$ cat src/rtl/mesh_net_iface.sv
// Mesh network interface: packs CPU words into addressed flits for the router
// and filters router flits addressed to this node back to the CPU.

module mesh_net_fifo #(
  parameter int WIDTH = 32,
  parameter int DEPTH = 4
) (
  input  logic             clk,
  input  logic             rst,
  input  logic             push,
  input  logic [WIDTH-1:0] push_data,
  input  logic             pop,
  output logic [WIDTH-1:0] head,
  output logic             full,
  output logic             empty
);
  localparam int AW = (DEPTH > 1) ? $clog2(DEPTH) : 1;

  logic [WIDTH-1:0] mem_r [DEPTH];
  logic [AW-1:0]    wr_ptr_r;
  logic [AW-1:0]    rd_ptr_r;
  logic [AW:0]      count_r;
  logic [AW:0]      count_next_s;
  logic             full_r;
  logic             empty_r;
  logic             do_push_s;
  logic             do_pop_s;

  assign do_push_s = push && !full_r;
  assign do_pop_s  = pop && !empty_r;

  // Next occupancy; a simultaneous push and pop leaves it unchanged.
  always_comb begin
    count_next_s = count_r;
    case ({do_push_s, do_pop_s})
      2'b10:   count_next_s = count_r + (AW+1)'(1);
      2'b01:   count_next_s = count_r - (AW+1)'(1);
      default: count_next_s = count_r;
    endcase
  end

  // Storage, pointers and registered full/empty flags.
  always_ff @(posedge clk) begin
    if (rst) begin
      for (int i = 0; i < DEPTH; i++) begin
        mem_r[i] <= '0;
      end
      wr_ptr_r <= '0;
      rd_ptr_r <= '0;
      count_r  <= '0;
      full_r   <= 1'b0;
      empty_r  <= 1'b1;
    end else begin
      if (do_push_s) begin
        mem_r[wr_ptr_r] <= push_data;
        wr_ptr_r        <= wr_ptr_r + AW'(1);
      end
      if (do_pop_s) begin
        rd_ptr_r <= rd_ptr_r + AW'(1);
      end
      count_r <= count_next_s;
      full_r  <= (count_next_s == (AW+1)'(DEPTH));
      empty_r <= (count_next_s == (AW+1)'(0));
    end
  end

  assign head  = mem_r[rd_ptr_r];
  assign full  = full_r;
  assign empty = empty_r;
endmodule

module mesh_net_iface #(
  parameter int MY_X   = 1,
  parameter int MY_Y   = 1,
  parameter int MESH_X = 3,
  parameter int MESH_Y = 3,
  parameter int DEPTH  = 4
) (
  input  logic        clk,
  input  logic        rst,
  input  logic        cpu_tx_valid,
  output logic        cpu_tx_ready,
  input  logic [15:0] cpu_tx_dst_x,
  input  logic [15:0] cpu_tx_dst_y,
  input  logic [31:0] cpu_tx_data,
  output logic        rt_in_valid,
  input  logic        rt_in_ready,
  output logic [63:0] rt_in_flit,
  input  logic        rt_out_valid,
  output logic        rt_out_ready,
  input  logic [63:0] rt_out_flit,
  output logic        cpu_rx_valid,
  input  logic        cpu_rx_ready,
  output logic [31:0] cpu_rx_data,
  output logic [15:0] tx_count,
  output logic [15:0] rx_count,
  output logic [15:0] drop_count,
  output logic [15:0] err_count,
  output logic        tx_full,
  output logic        rx_full
);
  localparam logic [15:0] MY_X_C   = 16'(MY_X);
  localparam logic [15:0] MY_Y_C   = 16'(MY_Y);
  localparam logic [15:0] MESH_X_C = 16'(MESH_X);
  localparam logic [15:0] MESH_Y_C = 16'(MESH_Y);

  logic        tx_full_s, tx_empty_s, rx_full_s, rx_empty_s;
  logic        tx_accept_s, tx_legal_s, tx_push_s, tx_err_s;
  logic        rx_accept_s, rx_match_s, rx_push_s, rx_drop_s;
  logic [15:0] tx_count_r, rx_count_r, drop_count_r, err_count_r;

  function automatic logic [15:0] sat_inc(input logic [15:0] value, input logic en);
    if (en && (value != 16'hFFFF)) begin
      return value + 16'd1;
    end else begin
      return value;
    end
  endfunction

  assign tx_legal_s  = (cpu_tx_dst_x >= 16'd1) && (cpu_tx_dst_x <= MESH_X_C) &&
                       (cpu_tx_dst_y >= 16'd1) && (cpu_tx_dst_y <= MESH_Y_C);
  assign tx_accept_s = cpu_tx_valid && !tx_full_s;
  assign tx_push_s   = tx_accept_s && tx_legal_s;
  assign tx_err_s    = tx_accept_s && !tx_legal_s;

  assign rx_match_s  = (rt_out_flit[63:48] == MY_X_C) && (rt_out_flit[47:32] == MY_Y_C);
  assign rx_accept_s = rt_out_valid && !rx_full_s;
  assign rx_push_s   = rx_accept_s && rx_match_s;
  assign rx_drop_s   = rx_accept_s && !rx_match_s;

  mesh_net_fifo #(.WIDTH(64), .DEPTH(DEPTH)) u_tx_fifo (
    .clk       (clk),
    .rst       (rst),
    .push      (tx_push_s),
    .push_data ({cpu_tx_dst_x, cpu_tx_dst_y, cpu_tx_data}),
    .pop       (rt_in_ready),
    .head      (rt_in_flit),
    .full      (tx_full_s),
    .empty     (tx_empty_s)
  );

  mesh_net_fifo #(.WIDTH(32), .DEPTH(DEPTH)) u_rx_fifo (
    .clk       (clk),
    .rst       (rst),
    .push      (rx_push_s),
    .push_data (rt_out_flit[31:0]),
    .pop       (cpu_rx_ready),
    .head      (cpu_rx_data),
    .full      (rx_full_s),
    .empty     (rx_empty_s)
  );

  // Saturating statistics counters.
  always_ff @(posedge clk) begin
    if (rst) begin
      tx_count_r   <= 16'd0;
      rx_count_r   <= 16'd0;
      drop_count_r <= 16'd0;
      err_count_r  <= 16'd0;
    end else begin
      tx_count_r   <= sat_inc(tx_count_r, tx_push_s);
      rx_count_r   <= sat_inc(rx_count_r, rx_push_s);
      drop_count_r <= sat_inc(drop_count_r, rx_drop_s);
      err_count_r  <= sat_inc(err_count_r, tx_err_s);
    end
  end

  assign cpu_tx_ready = !tx_full_s;
  assign rt_in_valid  = !tx_empty_s;
  assign rt_out_ready = !rx_full_s;
  assign cpu_rx_valid = !rx_empty_s;
  assign tx_full      = tx_full_s;
  assign rx_full      = rx_full_s;
  assign tx_count     = tx_count_r;
  assign rx_count     = rx_count_r;
  assign drop_count   = drop_count_r;
  assign err_count    = err_count_r;
endmodule
$ cat config.mk
export PLATFORM = sky130hd
export DESIGN_NAME = mesh_net_iface
export DESIGN_NICKNAME = d
export VERILOG_FILES = /design/src/rtl/mesh_net_iface.sv
export SDC_FILE = /design/constraint.sdc
export NUM_CORES = 1
export LEC_CHECK = 0
export ABC_AREA = 1
export BUFFER_PORTS_ARGS = -buffer_cell sky130_fd_sc_hd__buf_4
export CAP_MARGIN = 20
export CORE_UTILIZATION = 28
export CTS_BUF_LIST = sky130_fd_sc_hd__clkbuf_8 sky130_fd_sc_hd__clkbuf_16
export DETAILED_ROUTE_END_ITERATION = 8
export SLEW_MARGIN = 5
export SYNTH_ARGS = -nofsm -noshare
export SYNTH_HDL_FRONTEND = slang
export SYNTH_SLANG_ARGS = --single-unit
$ cat constraint.sdc
create_clock -name clk -period 8.3 [get_ports clk]
set_input_delay 1.245 -clock clk [delete_from_list [all_inputs] [get_ports clk]]
set_output_delay 1.245 -clock clk [all_outputs]
set_load 0.01 [all_outputs]
; ---- After elaboration in Yosys (flattened, before gate mapping)
; Memories as Yosys holds them, arrays and structs flattened. A register that Yosys moved wholly into a read port is not among the register bits.
; Cells that the tools add are included.
[classes]
add_sub_neg = 12
order_cmp = 4
n_eq_ne = 12
n_mux = 20
n_reduce_logical = 28
[ops]
columns = operator, count
row1 = "adder 16 x 1 -> 16 bit, second input constant", 4
row2 = 2-to-1 mux 64 bit, 1
row3 = "inequality test 16 bit, second input constant", 4
row4 = OR reduction 64 bit, 1
row5 = "equality test 16 x 1 -> 1 bit, second input constant", 2
row6 = "greater-or-equal comparator 16 x 1 -> 1 bit, second input constant", 2
row7 = "less-or-equal comparator 16 x 2 -> 1 bit, second input constant", 2
row8 = 2-to-1 mux 32 bit, 1
row9 = OR reduction 32 bit, 1
row10 = logical AND 1 bit, 18
row11 = 2-to-1 mux 2 bit, 6
row12 = one-hot mux 3 bit (2 select lines), 2
row13 = 2-to-1 mux 1 bit, 10
row14 = "adder 2 x 1 -> 2 bit, second input constant", 4
row15 = "adder 3 x 1 -> 3 bit, second input constant", 2
row16 = "equality test 3 bit, second input constant", 2
row17 = logical NOT 1 bit, 6
row18 = logical NOT 3 bit, 2
row19 = "subtractor 3 x 1 -> 3 bit, second input constant", 2
row20 = "equality test 2 x 1 -> 1 bit, second input constant", 2
row21 = "equality test 2 bit, second input constant", 2
[totals]
reg_bits = 82
mem_bits_rw = 384
wordCells = 92
memories = 2
[memory_table]
columns = memory, depth, width, read_ports, rd_ports_with_merged_regs, wr, line
row1 = u_tx_fifo.mem_r, 4, 64, 1, 1, 4, 19  ; logic [WIDTH-1:0] mem_r [DEPTH];
row2 = u_rx_fifo.mem_r, 4, 32, 1, 1, 4, 19

; ---- Logic depth before layout (Yosys ltp)
[logic_depth]
depth_word = 11
mapped_depth = 17
depth_no_buf = 16

; ---- Hierarchy
; A second synthesis with hierarchy kept.
[hier_totals]
cells_unflattened = 2231
area_unflattened_um2 = 21991.1
[modules_own_cells]
columns = mod, n_inst, cells_per_inst, area_each_um2, seq_area_each_um2
row1 = mesh_net_fifo (u_tx_fifo), 1, 1040, 11671.2, 7907.6
row2 = mesh_net_fifo (u_rx_fifo), 1, 551, 6244.7, 4063.9
row3 = mesh_net_iface, 1, 640, 4075.2, 1281.2

; ---- Worst setup path before layout
; No wires, ideal clock.
[synth_path]
path_kind = input -> register
start = input cpu_tx_dst_x[4]
end = memory u_tx_fifo.mem_r[3][0], enable pin
setup_time_ps = 581
arrival_ps = 6624
setup_slack_ps = 1095
path_stages = 7
path_buffers = 0
path_cell_list = nor2_1 -> nand2_1 -> nor2_1 -> nand2_1 -> nor2_4 -> nand2_4 -> o31ai_1
[synth_rtl]
columns = item, line
row1 = from (decl), 83  ; input logic [15:0] cpu_tx_dst_x,
row2 = to (decl), 19

==> results.tsv <==
metric	value	unit
status	finished, final reports clean	
ys.flop_type	edfxtp_1	
grt-ovfl-total	0	
finalSetupTns	0	ns
timing.final.ws_setup	3.70	ns
die_area	0.0772	mm^2
path_buf_inv	4	
ctsResizeCount	0	
switching_share	22.5	%
power.density	197	mW/mm^2
cts_tree	done	
postSynthCellCount	2159	
wl_met1	25.0	mm
top_layer_used	met5	
clk_latency	0.61	ns
antenna_found_initial	2	
vias	16300	
final_area	0.0267	mm^2
preCtsSetupSlack	3.78	ns
numCtsBuffers	53	
yosys.area.top_type	edfxtp_1	
synth_commonest_cells	nor2_1, edfxtp_1, inv_1	
grt_pass1_vias	16000	
wl_per_cell	16.4	um
globalplace.congestion	0.864	
crit_path_end_kind	output port	
arrival	3.36	ns
setup_viol	0	
slowest_stage	clkinv_1	
ctsHtreeMaxLevel	2	
crit_chain	buf_4 -> clkinv_1 -> buf_4 -> o21ai_0 -> o22ai_1 -> buf_4	
rrSetupSlack	5.15	ns
cts_sinks	470	
diodes	0	
grt_max_degree	103	
irDropWorstVdd	160	uV
slew_viol_final	0	
synth_most_common_cell	nor2_1	
yosys_warnings	0	
ys_seq_elements	470	
routed-wl-met2	27.8	mm
rows	100	
crit_required	7.05	ns
place_area	0.0249	mm^2
switchingPower	1.18	mW
worstHoldPathType	reg -> reg	
post_cts_buffers	0	
die_h	278	um
root_buffer	clkbuf_16	
power_frac_seq	50.7	%
worst_pin_slew	1.08	ns
die_x	278	um
firstDrtPassIters	7	
numPortBuffers	299	
p_leak	10.8	nW
netlist.area_leader.share	54.1	%
drive_gt1_share	18.8	%
route.met3.wl	3.45	mm
drtIter0Drc	993	
async_flop_share	0	%
postSynthAreaPerCell	9.87	um^2
synth_edf_count	384	
fin_util	35.6	%
holdBufCountCts	0	
fin_skew	0.0512	ns
hold_violations	0	
netlist_area	0.0213	mm^2
rsz0062_at_grt	false	
slew_headroom	27.8	%
io_pins	300	
antenna_left	0	
p_int	4.07	mW
area_growth	25.1	%
dp_hpwl	34.9	mm
fin_crit	4.60	ns
comb_power_share	4.8	%
ys_seq_area_share	62.2	%
pwr-share-clk	44.6	%
layout.nets	2669	
slowest_delay	0.83	ns
grt_util_all_layers	14.7	%
grt_pass1_wl	89.3	mm
core-area	0.0749	mm^2
cts.clk_slew.worst_paths	0.06	ns
fin_crit_sh	55.4	%
viasPerCell	4.61	
synth.distinct_cells	39	
drc	0	
crit_path_max_fanout	65	
critical-path-top-delay-family	buffers and inverters	
critPathKind	reg -> out	
start_util	28.4	%
crit_top_cell	buf_4	
maxCapViolCount	0	
wl	58.0	mm
synth_area_leaders	edfxtp_1, dfxtp_1, nor2_1	
startpoint_type	flop	
cts_buffer_depth	3	
fmaxAchievable	217	MHz
-- stage by stage --
stage          power (mW)  hold WS [ns]  std cells
6_report             5.25         0.482       3539
5_1_grt              5.44         0.499       3539
4_1_cts              5.32         0.471       3536
3_5_place_dp         2.96         0.457       3438
3_3_place_gp         2.96         0.455       3438
2_1_floorplan        2.82         0.444       2270
-- worst paths after layout --
| path | start | end | cells after the start |
|---|---|---|---|
| max reg2reg | u_tx_fifo.full | u_tx_fifo.mem_r[0][18] | 7 |
| max | flop | cpu_rx_data[4] | 6 |
| min reg2reg | u_tx_fifo.rd_ptr_r[0] | flop | 1 |
| min | u_tx_fifo.rd_ptr_r[0] | flop | 1 |
-- layout by cell type (no fill, tap or decap), types with 16 or more instances in the layout --
| cell | instances |
|---|---|
| nand3_1 | 73 |
| nand2_1 | 203 |
| edfxtp_1 | 384 |
| nor2_2 | 16 |
| dfxtp_1 | 82 |
| inv_1 | 244 |
| conb_1 | 112 |
| nor3_1 | 103 |
| nand4_1 | 45 |
| nor2_1 | 415 |
| xor2_1 | 26 |
| nor3_2 | 32 |
| o21ai_0 | 210 |
| a21oi_1 | 55 |
| clkbuf_16 | 53 |
| o22ai_1 | 97 |
| buf_4 | 318 |
-- worst reg2reg max path, cell delays in order, from the launching register on --
cell and delay [ns]:
dfxtp_1 0.31, inv_1 0.07, nand2_1 0.15, inv_1 0.36, nand2_4 0.19, nor2_8 0.15
nand3_4 0.46, nand2_4 1.01
-- layout make-up --
type,count,area [um^2]
fillers,7598,48300
repair buffers,321,2460
clock buffers,53,1330
inverters,241,908
multi-input cells,1440,7100
well taps,969,1210
flip-flops and latches,470,13300
clock inverters,45,413
-- metal layers --
metal | vias up | global-route usage, %
met2 | 420 | 24.7
met4 | 2 | 5.18
met3 | 101 | 2.83
li1 | 8020 | -
met1 | 7764 | 18.9
met5 | - | 0
-- kinds of logic (layout without fill, tap and decap cells) --
family,Yosys count,after routing,share of synthesized area [%]
AND/OR/NAND/NOR,913,913,19.6
flip-flops,470,470,62.2
AO/OA/AOI/OAI,368,368,9.22
buffers and inverters,360,660,6.88
XOR/XNOR,39,39,1.60
adder cells (fa/ha/maj),8,8,0.540
other,1,112,0.0176
-- power by group through the flow --
stage               combinational [mW]  sequential (mW)  clock [mW]
floorplan                        0.106             2.71           0
global placement                 0.251             2.71           0
detailed placement               0.252             2.71           0
CTS                              0.253             2.66        2.40
global route                     0.274             2.67        2.49
finish                           0.250             2.66        2.34
-- sequential cells by signal (all words and copies together) (netlist names), 3 cells and up, named ones only --
register,cells
u_rx_fifo.count_r,3
u_tx_fifo.mem_r,256
u_rx_fifo.mem_r,128
drop_count,16
rx_count,16
u_tx_fifo.count_r,3
tx_count,16
err_count,16
Power figures use the tool's default switching activity.
